==> src/rtl/thread_scheduler_la_if.sv <==
// Thread scheduler CPU / thread_state bus.
// master : scheduler side (drives read addresses, RELOAD, thread_num, status)
// slave  : environment side (thread_state RAM data, NEXT_THREAD, entry_pt_switch)
interface thread_scheduler_la_if #(
   parameter int unsigned N_THREADS = 16,
   parameter int unsigned LOOKAHEAD = 2,
   parameter int unsigned TS_WIDTH  = 2
);
   localparam int unsigned TW = $clog2(N_THREADS);

   logic                          entry_pt_switch;
   logic [LOOKAHEAD*TW-1:0]       ts_rd_num;
   logic [LOOKAHEAD*TS_WIDTH-1:0] ts_rd;
   logic                          NEXT_THREAD;
   logic                          RELOAD;
   logic [TW-1:0]                 thread_num;
   logic                          thread_init;
   logic                          suspended;

   modport master (
      input  entry_pt_switch, ts_rd, NEXT_THREAD,
      output ts_rd_num, RELOAD, thread_num, thread_init, suspended
   );

   modport slave (
      output entry_pt_switch, ts_rd, NEXT_THREAD,
      input  ts_rd_num, RELOAD, thread_num, thread_init, suspended
   );
endinterface

==> src/rtl/thread_scheduler_la.sv <==
// Lookahead thread selector: scans LOOKAHEAD thread_state entries per cycle
// and switches to the nearest WR_RDY thread, pulsing RELOAD on every switch.
// Ports:
//   CLK, RESET_N        clock, asynchronous active-low reset
//   bus (master)        thread_state read ports + CPU handshake
//   stat_clr            synchronous statistics clear
//   stat_susp_cycles    saturating count of suspended (non-init) cycles
//   stat_switches       wrapping count of RELOAD cycles
module thread_scheduler_la #(
   parameter int unsigned          N_THREADS = 16,
   parameter int unsigned          LOOKAHEAD = 2,
   parameter int unsigned          TS_WIDTH  = 2,
   parameter logic [TS_WIDTH-1:0]  TS_WR_RDY = TS_WIDTH'(2),
   parameter int unsigned          TS_DELAY  = 2
) (
   input  logic                   CLK,
   input  logic                   RESET_N,
   thread_scheduler_la_if.master  bus,
   input  logic                   stat_clr,
   output logic [31:0]            stat_susp_cycles,
   output logic [31:0]            stat_switches
);
   localparam int unsigned TW = $clog2(N_THREADS);
   localparam int unsigned AW = $clog2(TS_DELAY + 1);
   localparam logic [TW:0] N_W  = (TW+1)'(N_THREADS);
   localparam logic [TW:0] LA_W = (TW+1)'(LOOKAHEAD);

   typedef enum logic [1:0] {ST_INIT = 2'd0, ST_SUSP = 2'd1, ST_RUN = 2'd2} state_t;

   state_t        state_q, state_d;
   logic [TW-1:0] thread_num_q, thread_num_d;
   logic [TW-1:0] ahead_q, ahead_d;
   logic [AW-1:0] susp_age_q, susp_age_d;
   logic          thread_init_q, thread_init_d;
   logic          suspended_q, suspended_d;
   logic [31:0]   susp_cnt_q, susp_cnt_d;
   logic [31:0]   sw_cnt_q, sw_cnt_d;
   logic          hit_c, reload_c;
   logic [TW-1:0] sel_c;

   // (a + b) mod N; a < N and b <= N, so one conditional subtract suffices
   function automatic logic [TW-1:0] mod_add(input logic [TW-1:0] a, input logic [TW:0] b);
      logic [TW:0] s;
      s = (TW+1)'(a) + b;
      if (s >= N_W) s = s - N_W;
      return TW'(s);
   endfunction

   // Window scan; iterating downward leaves the nearest eligible candidate in sel_c
   always_comb begin : scan_p
      logic [TW-1:0] cand;
      cand          = '0;
      hit_c         = 1'b0;
      sel_c         = '0;
      bus.ts_rd_num = '0;
      for (int k = LOOKAHEAD - 1; k >= 0; k--) begin
         cand = mod_add(ahead_q, (TW+1)'(k));
         bus.ts_rd_num[k*TW +: TW] = cand;
         // the current thread is only reselectable once it has been idle long enough
         if ((bus.ts_rd[k*TS_WIDTH +: TS_WIDTH] == TS_WR_RDY) &&
             !((cand == thread_num_q) &&
               ((state_q == ST_RUN) || (susp_age_q < AW'(TS_DELAY))))) begin
            hit_c = 1'b1;
            sel_c = cand;
         end
      end
   end

   // Next-state, RELOAD and statistics
   always_comb begin
      state_d       = state_q;
      thread_num_d  = thread_num_q;
      ahead_d       = ahead_q;
      susp_age_d    = susp_age_q;
      thread_init_d = thread_init_q;
      suspended_d   = suspended_q;
      susp_cnt_d    = susp_cnt_q;
      sw_cnt_d      = sw_cnt_q;
      reload_c      = ~thread_init_q & ~bus.entry_pt_switch & hit_c &
                      ((state_q == ST_SUSP) | bus.NEXT_THREAD);

      if (bus.entry_pt_switch) begin
         state_d       = ST_INIT;
         thread_num_d  = '0;
         ahead_d       = TW'(1);
         susp_age_d    = '0;
         thread_init_d = 1'b1;
         suspended_d   = 1'b1;
      end else begin
         unique case (state_q)
            ST_INIT: begin
               if (thread_num_q == TW'(N_THREADS - 1)) begin
                  state_d       = ST_SUSP;
                  thread_num_d  = '0;
                  ahead_d       = TW'(1);
                  susp_age_d    = '0;
                  thread_init_d = 1'b0;
               end else begin
                  thread_num_d = thread_num_q + TW'(1);
               end
            end
            ST_SUSP: begin
               if (hit_c) begin
                  state_d      = ST_RUN;
                  thread_num_d = sel_c;
                  ahead_d      = mod_add(sel_c, (TW+1)'(1));
                  suspended_d  = 1'b0;
               end else begin
                  ahead_d = mod_add(ahead_q, LA_W);
                  if (susp_age_q < AW'(TS_DELAY)) susp_age_d = susp_age_q + AW'(1);
               end
            end
            ST_RUN: begin
               if (bus.NEXT_THREAD && hit_c) begin
                  thread_num_d = sel_c;
                  ahead_d      = mod_add(sel_c, (TW+1)'(1));
               end else if (bus.NEXT_THREAD) begin
                  state_d     = ST_SUSP;
                  susp_age_d  = '0;
                  suspended_d = 1'b1;
                  ahead_d     = mod_add(ahead_q, LA_W);
               end else if (!hit_c) begin
                  ahead_d = mod_add(ahead_q, LA_W);
               end
            end
            default: begin
               state_d = ST_INIT;
            end
         endcase
      end

      if (stat_clr) susp_cnt_d = '0;
      else if ((state_q == ST_SUSP) && (susp_cnt_q != 32'hFFFF_FFFF)) susp_cnt_d = susp_cnt_q + 32'd1;

      if (stat_clr) sw_cnt_d = '0;
      else if (reload_c) sw_cnt_d = sw_cnt_q + 32'd1;
   end

   // State register
   always_ff @(posedge CLK or negedge RESET_N) begin
      if (!RESET_N) begin
         state_q       <= ST_INIT;
         thread_num_q  <= '0;
         ahead_q       <= TW'(1);
         susp_age_q    <= '0;
         thread_init_q <= 1'b1;
         suspended_q   <= 1'b1;
         susp_cnt_q    <= '0;
         sw_cnt_q      <= '0;
      end else begin
         state_q       <= state_d;
         thread_num_q  <= thread_num_d;
         ahead_q       <= ahead_d;
         susp_age_q    <= susp_age_d;
         thread_init_q <= thread_init_d;
         suspended_q   <= suspended_d;
         susp_cnt_q    <= susp_cnt_d;
         sw_cnt_q      <= sw_cnt_d;
      end
   end

   assign bus.RELOAD       = reload_c;
   assign bus.thread_num   = thread_num_q;
   assign bus.thread_init  = thread_init_q;
   assign bus.suspended    = suspended_q;
   assign stat_susp_cycles = susp_cnt_q;
   assign stat_switches    = sw_cnt_q;
endmodule

==> src/flat_wrapper.sv <==
// flat-port wrapper written by rule: the top's interface ports become plain ports
module thread_scheduler_la_flat 
#(
   parameter int unsigned          N_THREADS = 16,
   parameter int unsigned          LOOKAHEAD = 2,
   parameter int unsigned          TS_WIDTH  = 2,
   parameter logic [TS_WIDTH-1:0]  TS_WR_RDY = TS_WIDTH'(2),
   parameter int unsigned          TS_DELAY  = 2
)
  (CLK, RESET_N, stat_clr, stat_susp_cycles, stat_switches, bus_entry_pt_switch, bus_ts_rd, bus_NEXT_THREAD, bus_ts_rd_num, bus_RELOAD, bus_thread_num, bus_thread_init, bus_suspended);
  thread_scheduler_la_if #(.N_THREADS(N_THREADS), .LOOKAHEAD(LOOKAHEAD), .TS_WIDTH(TS_WIDTH)) bus_i ();
  input  logic CLK;
  input  logic RESET_N;
  input  logic stat_clr;
  output logic [31:0] stat_susp_cycles;
  output logic [31:0] stat_switches;
  input wire logic [$bits(bus_i.entry_pt_switch)-1:0] bus_entry_pt_switch;
  input wire logic [$bits(bus_i.ts_rd)-1:0] bus_ts_rd;
  input wire logic [$bits(bus_i.NEXT_THREAD)-1:0] bus_NEXT_THREAD;
  output wire logic [$bits(bus_i.ts_rd_num)-1:0] bus_ts_rd_num;
  output wire logic [$bits(bus_i.RELOAD)-1:0] bus_RELOAD;
  output wire logic [$bits(bus_i.thread_num)-1:0] bus_thread_num;
  output wire logic [$bits(bus_i.thread_init)-1:0] bus_thread_init;
  output wire logic [$bits(bus_i.suspended)-1:0] bus_suspended;
  assign bus_i.entry_pt_switch = bus_entry_pt_switch;
  assign bus_i.ts_rd = bus_ts_rd;
  assign bus_i.NEXT_THREAD = bus_NEXT_THREAD;
  assign bus_ts_rd_num = bus_i.ts_rd_num;
  assign bus_RELOAD = bus_i.RELOAD;
  assign bus_thread_num = bus_i.thread_num;
  assign bus_thread_init = bus_i.thread_init;
  assign bus_suspended = bus_i.suspended;
  thread_scheduler_la #(.N_THREADS(N_THREADS), .LOOKAHEAD(LOOKAHEAD), .TS_WIDTH(TS_WIDTH), .TS_WR_RDY(TS_WR_RDY), .TS_DELAY(TS_DELAY)) u_core (.CLK(CLK), .RESET_N(RESET_N), .bus(bus_i), .stat_clr(stat_clr), .stat_susp_cycles(stat_susp_cycles), .stat_switches(stat_switches));
endmodule
==> config.mk <==
export PLATFORM = sky130hd
export DESIGN_NAME = thread_scheduler_la_flat
export DESIGN_NICKNAME = d
export VERILOG_FILES = /design/src/rtl/thread_scheduler_la_if.sv /design/src/rtl/thread_scheduler_la.sv /design/src/flat_wrapper.sv
export SDC_FILE = /design/constraint.sdc
export NUM_CORES = 1
export LEC_CHECK = 0
export CAP_MARGIN = 30
export CELL_PAD_IN_SITES_DETAIL_PLACEMENT = 0
export CELL_PAD_IN_SITES_GLOBAL_PLACEMENT = 1
export CORE_UTILIZATION = 36
export CTS_CLUSTER_SIZE = 12
export DETAILED_ROUTE_END_ITERATION = 12
export PLACE_DENSITY_LB_ADDON = 0.1
export SYNTH_ARGS = -nofsm -noshare
export SYNTH_HDL_FRONTEND = slang
export SYNTH_SLANG_ARGS = --single-unit
==> constraint.sdc <==
create_clock -name CLK -period 2.4 [get_ports CLK]
set_input_delay 0.36 -clock CLK [delete_from_list [all_inputs] [get_ports CLK]]
set_output_delay 0.36 -clock CLK [all_outputs]
set_load 0.02 [all_outputs]
* Word level (Yosys, flattened, before mapping) *
Cells that the tools add are included.

operators by class
  bitwise operators = 6
  add/subtract/negate cells = 11
  magnitude comparators = 5
  reduce and logical (&&, ||, !) cells = 22
  multiplexer cells = 45
  equal/unequal tests = 16

operator list
  kind                                                               number
  2-to-1 mux 32 bit                                                  4
  adder 32 x 1 -> 32 bit, second input constant                      2
  2-to-1 mux 4 bit                                                   16
  != test 32 bit, second input constant                              1
  one-hot mux 4 bit (3 select lines)                                 2
  2-to-1 mux 2 bit                                                   11
  subtractor 4 x 1 -> 4 bit, second input constant                   4
  greater-or-equal comparator 5 bit, second input constant           3
  != test 3 bit, second input constant                               4
  one-hot mux 2 bit (3 select lines)                                 2
  adder 4 x 1 -> 5 bit, second input constant                        2
  2-to-1 mux 1 bit                                                   9
  != test 3 x 2 -> 1 bit, second input constant                      3
  == test 4 bit                                                      2
  AND reduction 4 bit                                                2
  nonzero test 2 bit                                                 4
  == test 2 bit, second input constant                               3
  logical AND 1 bit                                                  6
  AND reduction 3 bit                                                2
  AND reduction 6 bit                                                1
  adder 4 x 2 -> 5 bit, second input constant                        1
  greater-or-equal comparator 4 x 5 -> 1 bit, second input constant  1
  != test 5 bit, second input constant                               1
  adder 4 x 1 -> 4 bit, second input constant                        1
  14 further kinds                                                   18

word-level totals
  register bits after elaboration = 78

* Logic depth before layout (Yosys ltp) *
Gate-level depths: netlist of the first run.

  depth after elaboration = 15
  gate-level depth with buffers = 13

* Worst setup path after synthesis of the first run *
No wires, ideal clock.

  path kind = register to register
  start point = register u_core.ahead_q[0]
  end point = register u_core.ahead_q[1]
  clock period less this slack = 2.870 ns
  arrival time = 2.732 ns
  slack = -0.470 ns
  path buffers = 0
  stages on the path, launching flop included = 10
  setup time = 0.138 ns
  cells stage by stage = dfstp_2 > ha_1 > xor2_1 > a211o_1 > o311a_1 > nand3_1 > o21ai_0 > ha_1 > o311ai_0 > o21ai_0

on the way
  longest elaborated chain between the ends = 15
  elaborated cells between the ends (all ways) = 36
  those cells by class = add/sub: 7; order compare: 4; eq/ne: 3; mux: 14; reduce/logical: 8

ends and longest elaborated chain
  what                                                                                   line                                                    RTL
  start, declared                                                                        thread_scheduler_la.sv:32                               logic [TW-1:0] ahead_q, ahead_d;
  start signal, assigned                                                                 thread_scheduler_la.sv:153                              ahead_q <= ahead_d;
  adder 4 x 1 -> 5 bit (*)                                                               thread_scheduler_la.sv:44                               s = (TW+1)'(a) + b;
  subtractor 4 x 1 -> 4 bit / greater-or-equal comparator 5 bit (equally long branches)  thread_scheduler_la.sv:45                               if (s >= N_W) s = s - N_W;
  2-to-1 mux 4 bit (*)                                                                   thread_scheduler_la.sv:45
  named net bus_ts_rd_num[5]                                                             flat_wrapper.sv:20                                      output wire logic [$bits(bus_i.ts_rd_num)-1:0] bus_ts_rd_num;
  == test 4 bit                                                                          thread_scheduler_la.sv:61                               !((cand == thread_num_q) &&
  logical AND 1 bit                                                                      thread_scheduler_la.sv:61
  zero test 1 bit                                                                        thread_scheduler_la.sv:61
  logical AND 1 bit                                                                      thread_scheduler_la.sv:60                               if ((bus.ts_rd[k*TS_WIDTH +: TS_WIDTH] == TS_WR_RDY) &&
  2-to-1 mux 4 bit (2 in series)                                                         thread_scheduler_la.sv:60
  adder 4 x 1 -> 5 bit                                                                   thread_scheduler_la.sv:44
  subtractor 4 x 1 -> 4 bit / greater-or-equal comparator 5 bit (equally long branches)  thread_scheduler_la.sv:45
  2-to-1 mux 4 bit                                                                       thread_scheduler_la.sv:45
  2-to-1 mux 4 bit (on tied branches)                                                    thread_scheduler_la.sv:114, thread_scheduler_la.sv:103
  one-hot mux 4 bit (3 select lines)                                                     thread_scheduler_la.sv:90                               unique case (state_q)
  2-to-1 mux 4 bit                                                                       thread_scheduler_la.sv:82                               if (bus.entry_pt_switch) begin

The timed path passes the listed nets; every way through them passes the cells marked *. The select of a mux whose other input is x is not followed.
A chain may end at the register's enable or synchronous reset.

* Worst setup path in the final report of the first run *
  start point = register u_core.ahead_q[0]
  end point = output bus_RELOAD

on the way
  longest elaborated chain between the ends = 11
  elaborated cells between the ends (all ways) = 19
  those cells by class = add/sub: 3; order compare: 2; eq/ne: 2; mux: 4; bitwise: 2; reduce/logical: 6

ends and longest elaborated chain
  what                                                                                   line                       RTL
  adder 4 x 1 -> 5 bit                                                                   thread_scheduler_la.sv:44
  subtractor 4 x 1 -> 4 bit / greater-or-equal comparator 5 bit (equally long branches)  thread_scheduler_la.sv:45
  2-to-1 mux 4 bit                                                                       thread_scheduler_la.sv:45
  == test 4 bit                                                                          thread_scheduler_la.sv:61
  logical AND 1 bit                                                                      thread_scheduler_la.sv:61
  zero test 1 bit                                                                        thread_scheduler_la.sv:61
  logical AND 1 bit                                                                      thread_scheduler_la.sv:60
  2-to-1 mux 1 bit                                                                       thread_scheduler_la.sv:60
  2-to-1 mux 1 bit (*)                                                                   thread_scheduler_la.sv:60
  AND 1 bit (*) (2 in series)                                                            thread_scheduler_la.sv:79  reload_c = ~thread_init_q & ~bus.entry_pt_switch & hit_c &
  end, declared                                                                          flat_wrapper.sv:21         output wire logic [$bits(bus_i.RELOAD)-1:0] bus_RELOAD;

Mark *: on every way between the ends. The rest lies on a longest branch, timed or not.

==> run metrics, run 1 <==
syn_area_per_cell 9.03 µm²; Starting Density 37.2%; Synth Cell Area 0.00451 mm²; Hold Path Class in2async; vias in the first global route 4,066; Worst Skew 0.00819 ns; NumNets Final 664; leading area contributor after synthesis dfrtp_1; worst skew pair latency 0.35 ns; Main synth FF type dfrtp_1; first-pass GRT wire length 20.3 mm; met3 wire len 398 µm; port buffer count 87; post-route ant nets 0; top-area cell type share of the netlist area 41.7%; die extent in x 114 µm; Final WS setup -0.115 ns; Mapped Cells 499; Slew Limit Fails 0; DRC viols 0; # IOs 88; max_slew headroom 53.5%; Max stage delay on crit path 0.55 ns; Tightest Pin Transition 0.697 ns; Initial DRC Count 151; Seq cells post-synth 78; dpl hpwl 8.43 mm; Worst-path clk slew 0.06 ns; number of clock sinks 78; GP Congestion 0.805; Post-synth EDFFs 0; status finished, violations left; WL final 12.3 mm; met1 WL 5.96 mm; slowest library cell on the worst path dfstp_2; initial antenna violation count 0; CP Class reg2out; Arr. time, crit path 2.15 ns; Pleak 2.71 nW; total global-route track usage 20.1%; # H-tree levels 3; Worst R2R Path Depth 10; Hold Buf Count CTS 0; Crit. End Element output port; CTS Root Cell clkbuf_16; Core Area 0.0121 mm²; Final period util 105%; DR top layer met4; largest net degree at the start of global routing 65; RSZ-0062 raised after global routing true; PwrDens 446 mW/mm²; FMAX 398 MHz; Bufs on Longest Clock Path 2; vias 4,149; failing checks hold timing, setup timing; post-layout util 55.6%; Die Height 114 µm; largest cells by area after synthesis dfrtp_1 (42%), xnor2_1 (7.4%), nor2_1 (6.2%); CTS tree done; Mapped Nets 518; met2 wire len 5.73 mm; Post-synth ARST share 100%; sequential area share after synthesis 43.4%; Synth-to-Final Area Change 49.5%; CP Cell Sequence ha_4 -> xor2_1 -> a211o_1 -> o311ai_4 -> a21oi_2 -> buf_6; CTS buffer count 9; Ant. Diodes 0; setup violators final 18; die area 0.0130 mm²; WL/cell 15.0 µm; Hold Slack -0.00266 ns; number of warnings issued by yosys 0; crit-path max FO 2; number of max-cap violations 0; Netlist cell types 63; Max VDD drop 0.297 mV; Hold Violations, Final 2; critical path launch point type flop; gr ovfl total 0; ratio of cells with drive above 1 in the final layout 22.5%; Worst Path Required 2.04 ns; site row count 40; post-route minimum period 2.51 ns; TritonRoute pass-1 iters 4; vias per cell 5.07
==> cells in the final DEF, fill, tap and decap left out, types with 8 or more instances in the layout <==
cell / count
xnor2_1: 38
nor3_1: 13
nand3_1: 21
xor2_1: 29
nor2_1: 74
clkbuf_16: 10
buf_4: 58
dfrtp_1: 73
nand2_1: 46
clkdlybuf4s50_1: 83
a21oi_1: 18
o21ai_0: 8
nand4_1: 13
inv_1: 15
==> cell usage after synthesis, drive strengths merged, types with 4 or more instances <==
cell type / n
dfrtp: 75
nor2: 75
nand2: 49
xnor2: 38
xor2: 31
nand3: 25
a21oi: 22
nor3: 22
o21ai: 18
inv: 16
nand4: 14
clkbuf: 13
ha: 10
and3: 7
nor2b: 7
nor4: 7
buf: 6
nor3b: 6
or3: 5
and4: 4
==> cell type report <==
type / count / area [µm²]
fillers: 1150 / 5380
multi-input cells: 385 / 2750
flip-flops and latches: 78 / 1960
repair buffers: 154 / 1450
clock buffers: 13 / 260
well taps: 168 / 210
inverters: 17 / 63.8
clock inverters: 3 / 42.5
==> flip-flops by register name (all words and copies together) (netlist names) <==
register,cells
u_core.bus.thread_num,4
u_core.susp_age_q,2
u_core.ahead_q,4
u_core.stat_switches,32
u_core.stat_susp_cycles,32
u_core.state_q,2
u_core.bus.suspended,1
u_core.bus.thread_init,1
==> worst max-delay path, delay by kind of cell (launching register included) <==
family                     cells  cell delay (ns)
adders and majority gates      1             0.20
buffers and inverters          1             0.16
xor gates and xnor gates       1             0.16
DFF                            1             0.55
AOI/OAI and AO/OA              3             0.74
==> final timing paths <==
| check | from | slack [ns] | end |
|---|---|---|---|
| max in group asynchronous | RESET_N | 1.74 | u_core.bus.thread_init |
| hold / removal | RESET_N | -0.003 | u_core.stat_switches[10] |
| setup reg to reg | u_core.ahead_q[0] | -0.08 | u_core.stat_switches[25] |
| hold reg to reg | u_core.bus.thread_init | 0.48 | u_core.bus.thread_init |
| min in group CLK | u_core.bus.thread_init | 0.48 | u_core.bus.thread_init |
| setup / recovery | u_core.ahead_q[0] | -0.11 | bus_RELOAD |
==> power by group <==
group / switching [mW] / total (mW) / leakage (nW) / internal [mW]
sequential: 0.00494 / 1.32 / 1.07 / 1.32
combinational: 0.153 / 0.267 / 1.49 / 0.113
clock: 0.554 / 1.42 / 0.146 / 0.862
total: 0.712 / 3.01 / 2.71 / 2.29
==> stage by stage <==
step                      instances  total power [mW]  setup WS (ns)  cell area (µm²)  setup TNS [ns]
final                           818              3.01         -0.115             6740          -0.830
after global routing            818              3.12         -0.183             6740           -3.59
after CTS                       817              3.02         -0.137             6540          -0.720
after detailed placement        799              1.57         -0.202             6080           -2.30
after global placement          799              1.57         -0.165             6080           -1.88
after floorplan                 499              1.45         -0.208             4600           -3.29
==> routing by layer <==
layer  GRT usage, %  vias up
li1               -     2017
met2           31.1       75
met4           8.66        0
met3           4.04       15
met5              0        -
met1           27.3     2042
==> cells by family (layout without fill, tap and decap cells) <==
group / after synthesis / count (layout) / synth area share (%)
simple gates: 234 / 234 / 26.2
xor+xnor: 69 / 69 / 13.4
flops: 78 / 78 / 43.4
compound gates: 67 / 67 / 9.83
buf+inv: 36 / 187 / 3.14
fa+ha+maj: 10 / 10 / 2.78
mux: 5 / 5 / 1.19
==> repair_timing <==
action	in CTS	in global routing
setup buffers	2	0
pin swaps	14	11
gates resized for setup	33	35
endpoints found under the setup margin	37	47
gates cloned	1	1
Power figures use the tool's default switching activity.
==> run 2: changes to the inputs <==
--- a/config.mk
+++ b/config.mk
@@ -8,7 +8,7 @@
 export CAP_MARGIN = 30
 export CELL_PAD_IN_SITES_DETAIL_PLACEMENT = 0
 export CELL_PAD_IN_SITES_GLOBAL_PLACEMENT = 1
-export CORE_UTILIZATION = 36
+export CORE_UTILIZATION = 39
 export CTS_CLUSTER_SIZE = 12
 export DETAILED_ROUTE_END_ITERATION = 12
 export PLACE_DENSITY_LB_ADDON = 0.1
==> constraint.sdc (replaced) <==
create_clock -name CLK -period 2.35 [get_ports CLK]
set_input_delay 0.3525 -clock CLK [delete_from_list [all_inputs] [get_ports CLK]]
set_output_delay 0.3525 -clock CLK [all_outputs]
set_load 0.02 [all_outputs]
==> run 2 against run 1 <==
Effect of this change: clock skew up 0.0025 ns; final cell count decreased by 2.0%; hold slack better by 0.49 ns; the flow finishes with violations (setup timing); combinational power about the same; count of clock-buffer cells in the layout fell by 2; design area fell by 0.54%; clock power barely moved.
==> run metrics, run 2 (synthesis gave the netlist of run 1 again) <==
status finished, violations left; failing checks setup timing; vias per cell 5.30; NumNets Final 676; Tightest Pin Transition 0.697 ns; CP Cell Sequence ha_4 -> xor2_1 -> a211o_1 -> o311a_4 -> nand3_2 -> o21ai_2 -> ha_2 -> a21boi_1 -> o21ai_1 -> nand2_1 -> o21ai_1; post-route ant nets 0; Crit. End Element flop; Worst-path clk slew 0.06 ns; Starting Density 40.8%; dpl hpwl 8.80 mm; Pleak 2.73 nW; Bufs on Longest Clock Path 2; met3 wire len 445 µm; Worst Skew 0.0107 ns; CP Class reg2reg; site row count 38; crit-path max FO 4; FMAX 398 MHz; TritonRoute pass-1 iters 4; total power draw 3.05 mW; Synth-to-Final Area Change 48.7%; Layout fillers 1,006; CTS Root Cell clkbuf_16; Final period util 107%; largest net degree at the start of global routing 65; slowest library cell on the worst path dfstp_2; WL final 12.3 mm; # H-tree levels 3; CTS tree done; Slew Limit Fails 0; CTS buffer count 9; vias 4,252; RSZ-0062 raised after global routing true; critical path launch point type flop; WL/cell 15.4 µm; Max stage delay on crit path 0.55 ns; PwrDens 456 mW/mm²; max_slew headroom 53.6%; Hold Violations, Final 0; Ant. Diodes 0; Crit path buffers/inverters 0; ratio of cells with drive above 1 in the final layout 23.3%; DR top layer met4; gr ovfl total 0; most common cell after layout, fill and taps aside clkdlybuf4s50_1; worst skew pair latency 0.34 ns; most frequent cells in the layout clkdlybuf4s50_1 (82), nor2_1 (73), dfrtp_1 (71); die area 0.0120 mm²; met2 wire len 6.10 mm; Core Area 0.0110 mm²; pre-CTS WS -0.233 ns; vias in the first global route 4,227; DRC viols 0; port buffer count 87; Die Height 109 µm; GP Congestion 0.813; # IOs 88; Hold Path Class reg2reg; Worst Path Required 2.55 ns; post-route minimum period 2.51 ns; total global-route track usage 22.1%; CP most frequent cell o21ai_1; number of max-cap violations 0; first-pass GRT wire length 20.4 mm; met1 WL 5.53 mm; die extent in x 109 µm; Final WS setup -0.164 ns; setup violators final 27; Max VDD drop 0.355 mV; Initial DRC Count 160; Arr. time, crit path 2.71 ns; number of clock sinks 78; delay-heaviest family, CP compound AO/OA/AOI/OAI gates; post-layout util 60.7%; Hold Slack 0.492 ns; initial antenna violation count 0
[run 2: cell types whose count changed in the layout (fill, tap and decap cells not counted), sizes merged]
cell and change:
dlygate4sd3 +1, dlymetal6s2s +1, clkbuf -3, clkinv +2, buf +12, clkdlybuf4s50 -1
[run 2: final cells by class]
cell class	instances	area [µm²]	share of cell area, %
multi-input combinational	385	2680	40.1
sequential	78	1960	29.3
timing repair buffer	166	1510	22.6
clock buffer	11	243	3.62
tap	140	175	2.61
inverter	17	63.8	0.953
clock inverter	5	60.1	0.897
[run 2: final timing paths]
| check | from | cells after the start | slack, ns | end |
|---|---|---|---|---|
| worst max-delay path | u_core.ahead_q[0] | 11 | -0.16 | u_core.ahead_q[1] |
| worst min-delay path | u_core.bus.thread_init | 2 | 0.49 | u_core.bus.thread_init |
| worst max register to register | u_core.ahead_q[0] | 11 | -0.16 | u_core.ahead_q[1] |
| worst min register to register | u_core.bus.thread_init | 2 | 0.49 | u_core.bus.thread_init |
| max in group asynchronous | RESET_N | 3 | 1.13 | u_core.bus.thread_init |
| min in group asynchronous | RESET_N | 2 | 0.53 | u_core.stat_switches[11] |
[run 2: power breakdown]
group	internal, mW	switching, mW	total [mW]
clock	0.854	0.578	1.43
sequential	1.35	0.00549	1.35
combinational	0.118	0.150	0.268
[run 2: timing repair]
action | CTS | global route
hold endpoints to repair | 9 | 0
setup endpoints to repair | 39 | 48
setup buffers | 1 | 1
hold buffers | 1 | 0
resized for setup | 28 | 28
gates cloned | 1 | 0
pin swaps | 10 | 11
[run 2: per-stage QoR]
step                      cells  area (µm²)  TNS, ns
after floorplan             499        4600    -5.18
after global placement      782        6120    -2.41
after detailed placement    782        6120    -3.59
after CTS                   801        6550    -2.06
after global routing        802        6700    -6.34
final                       802        6700    -1.97
[run 2: metal layers]
metal  vias up  global-route usage, %
li1       2038                      -
met1      2094                   28.5
met2        99                   36.6
met3        21                   4.56
met4         0                   8.19
met5         -                      0
[run 2: worst register-to-register path: cells and delay by family (launching register included)]
family / cells / cell delay (ns)
AOI/OAI and AO/OA: 6 / 1.00
adders and majority gates: 2 / 0.51
xor gates and xnor gates: 1 / 0.15
and+or+nand+nor: 2 / 0.17
DFF: 1 / 0.55
==> run 3: changes to the inputs <==
--- a/config.mk
+++ b/config.mk
@@ -11,6 +11,7 @@
 export CORE_UTILIZATION = 39
 export CTS_CLUSTER_SIZE = 12
 export DETAILED_ROUTE_END_ITERATION = 12
+export GPL_TIMING_DRIVEN = 0
 export PLACE_DENSITY_LB_ADDON = 0.1
 export SYNTH_ARGS = -nofsm -noshare
 export SYNTH_HDL_FRONTEND = slang
==> constraint.sdc (replaced) <==
create_clock -name CLK -period 2.8 [get_ports CLK]
set_input_delay 0.42 -clock CLK [delete_from_list [all_inputs] [get_ports CLK]]
set_output_delay 0.42 -clock CLK [all_outputs]
set_load 0.02 [all_outputs]
==> run 3 against run 2 <==
Effect of this change: the flow now finishes without violations; clock power down 15%; non-clock buffer count fell by 57; utilization fell by 6.2 points; count of clock-buffer cells in the layout decreased by 2; sequential share of layout area increased by 3.3 points; first-iteration DRC count fell by 5.0%; sequential power fell by 16%; via count decreased by 7.3%; combinational power fell by 40%; design area down 10%; largest power group unchanged.
==> run metrics, run 3 (synthesis gave the netlist of run 1 again) <==
post-layout util 54.5%; site row count 38; number of clock sinks 78; GP Congestion 0.785; post-route minimum period 2.76 ns; Starting Density 40.8%; vias per cell 5.29; Arr. time, crit path 2.34 ns; Slew Limit Fails 0; Crit path buffers/inverters 1; Sequential Area 0.00196 mm²; worst skew pair latency 0.34 ns; number of max-cap violations 0; CTS tree done; FF-to-FF End u_core.ahead_q[0]; WL final 11.5 mm; fin area 0.00602 mm²; Final period util 98.6%; largest net degree at the start of global routing 68; Layout fillers 1,048; Hold Path Class in2async; critical path launch point type flop; CTS buffer count 9; met1 WL 5.47 mm; Worst R2R Path Depth 9; dpl hpwl 8.10 mm; setup violators final 0; DRC viols 0; reg2reg setup slack 0.06 ns; ratio of cells with drive above 1 in the final layout 10.4%; Tightest Pin Transition 0.633 ns; max_slew headroom 57.4%; reg2reg start u_core.ahead_q[0]; crit-path max FO 5; Initial DRC Count 152; CTS Root Cell clkbuf_16; CP Cell Sequence ha_4 -> xor2_1 -> a211o_1 -> o311ai_4 -> a21oi_4 -> buf_6; slowest library cell on the worst path dfstp_2; status complete, no violations; most frequent cells in the layout clkdlybuf4s50_1 (84), nor2_1 (74), dfrtp_1 (74); Worst Skew 0.00824 ns; Bufs on Longest Clock Path 2; vias 3,940; Max stage delay on crit path 0.57 ns; first-pass GRT wire length 18.8 mm; port buffer count 86; WL/cell 15.4 µm; Hold Violations, Final 0; Synth-to-Final Area Change 33.5%; FMAX 362 MHz; most common cell after layout, fill and taps aside clkdlybuf4s50_1; multi-input logic area 0.00251 mm²; PwrDens 418 mW/mm²; vias in the first global route 3,839; die area 0.0120 mm²; Crit. End Element output port; dpl cell area 0.00559 mm²; CP Class reg2out; pre-CTS WS -0.438 ns; met2 wire len 5.42 mm; delay-heaviest family, CP compound AO/OA/AOI/OAI gates; Worst Path Required 2.38 ns; Worst-path clk slew 0.06 ns; gr ovfl total 0; Ant. Diodes 0; Max VDD drop 0.360 mV; # H-tree levels 3; TritonRoute pass-1 iters 4; # IOs 88; Core Area 0.0110 mm²; Hold Slack 0.468 ns; met3 wire len 458 µm; post-route ant nets 0; RSZ-0062 raised after global routing true; total power draw 2.51 mW; Die Height 109 µm; die extent in x 109 µm; NumNets Final 619; initial antenna violation count 0; total global-route track usage 20.3%; Final WS setup 0.0403 ns; DR top layer met4; Pleak 2.33 nW
-- run 3: changes by cell type in the layout (fill, tap and decap cells not counted), sizes merged --
cell	change
dlymetal6s2s	-1
clkdlybuf4s50	+2
dlygate4sd2	-1
clkinv	-2
buf	-69
clkbuf	+10
inv	+4
-- run 3: repair_timing --
| action | CTS | global route |
|---|---|---|
| hold endpoints to repair | 9 | 0 |
| buffers inserted | 3 | 1 |
| gates resized for setup | 16 | 10 |
| setup endpoints to repair | 28 | 24 |
| pin swaps | 3 | 4 |
| hold buffers | 1 | 0 |
-- run 3: worst max path at each step --
stage | startpoint | to | slack (ns) | cells past startpoint
6_report | u_core.ahead_q[0] | bus_RELOAD | 0.04 | 6
5_1_grt | u_core.ahead_q[0] | u_core.ahead_q[1] | -0.06 | 11
2_1_floorplan | u_core.ahead_q[0] | u_core.ahead_q[1] | 0.04 | 9
3_3_place_gp | RESET_N | u_core.stat_switches[19] | -1.58 | 1
4_1_cts | u_core.ahead_q[0] | u_core.ahead_q[0] | 0.001 | 9
3_5_place_dp | bus_NEXT_THREAD | u_core.stat_switches[21] | -0.44 | 7
-- run 3: per-stage QoR --
stage / TNS [ns] / cells
final: 0 / 745
after detailed placement: -6.21 / 726
after CTS: 0 / 745
after floorplan: 0 / 499
after global placement: -125.67 / 725
after global routing: -0.0863 / 745
-- run 3: layout make-up --
| cell class | count | share of cell area, % |
|---|---|---|
| Tap cell | 140 | 2.91 |
| Clock buffer | 9 | 3.74 |
| Timing Repair Buffer | 92 | 15.4 |
| Multi-Input combinational cell | 385 | 41.8 |
| Clock inverter | 7 | 1.33 |
| Buffer | 17 | 1.23 |
| Sequential cell | 78 | 32.5 |
| Inverter | 17 | 1.06 |
-- run 3: report_power, final --
group          leakage, nW  total, mW  internal (mW)  switching (mW)
clock                0.149       1.22          0.705           0.512
combinational         1.11      0.161         0.0519           0.109
sequential            1.08       1.14           1.13         0.00606
-- run 3: worst register-to-register path: cells and delay by family (launching register included) --
family                   cells  cell delay, ns
AO/OA/AOI/OAI                5            1.27
buffers and inverters        1            0.24
XOR/XNOR                     1            0.16
AND/OR/NAND/NOR              1            0.22
adder cells (fa/ha/maj)      1            0.22
flip-flops                   1            0.57
-- run 3: metal layers --
layer	track usage, %	up-vias
met2	32.7	87
met4	5.90	0
met1	27.1	1903
met3	4.98	15
li1	-	1935
met5	0	-
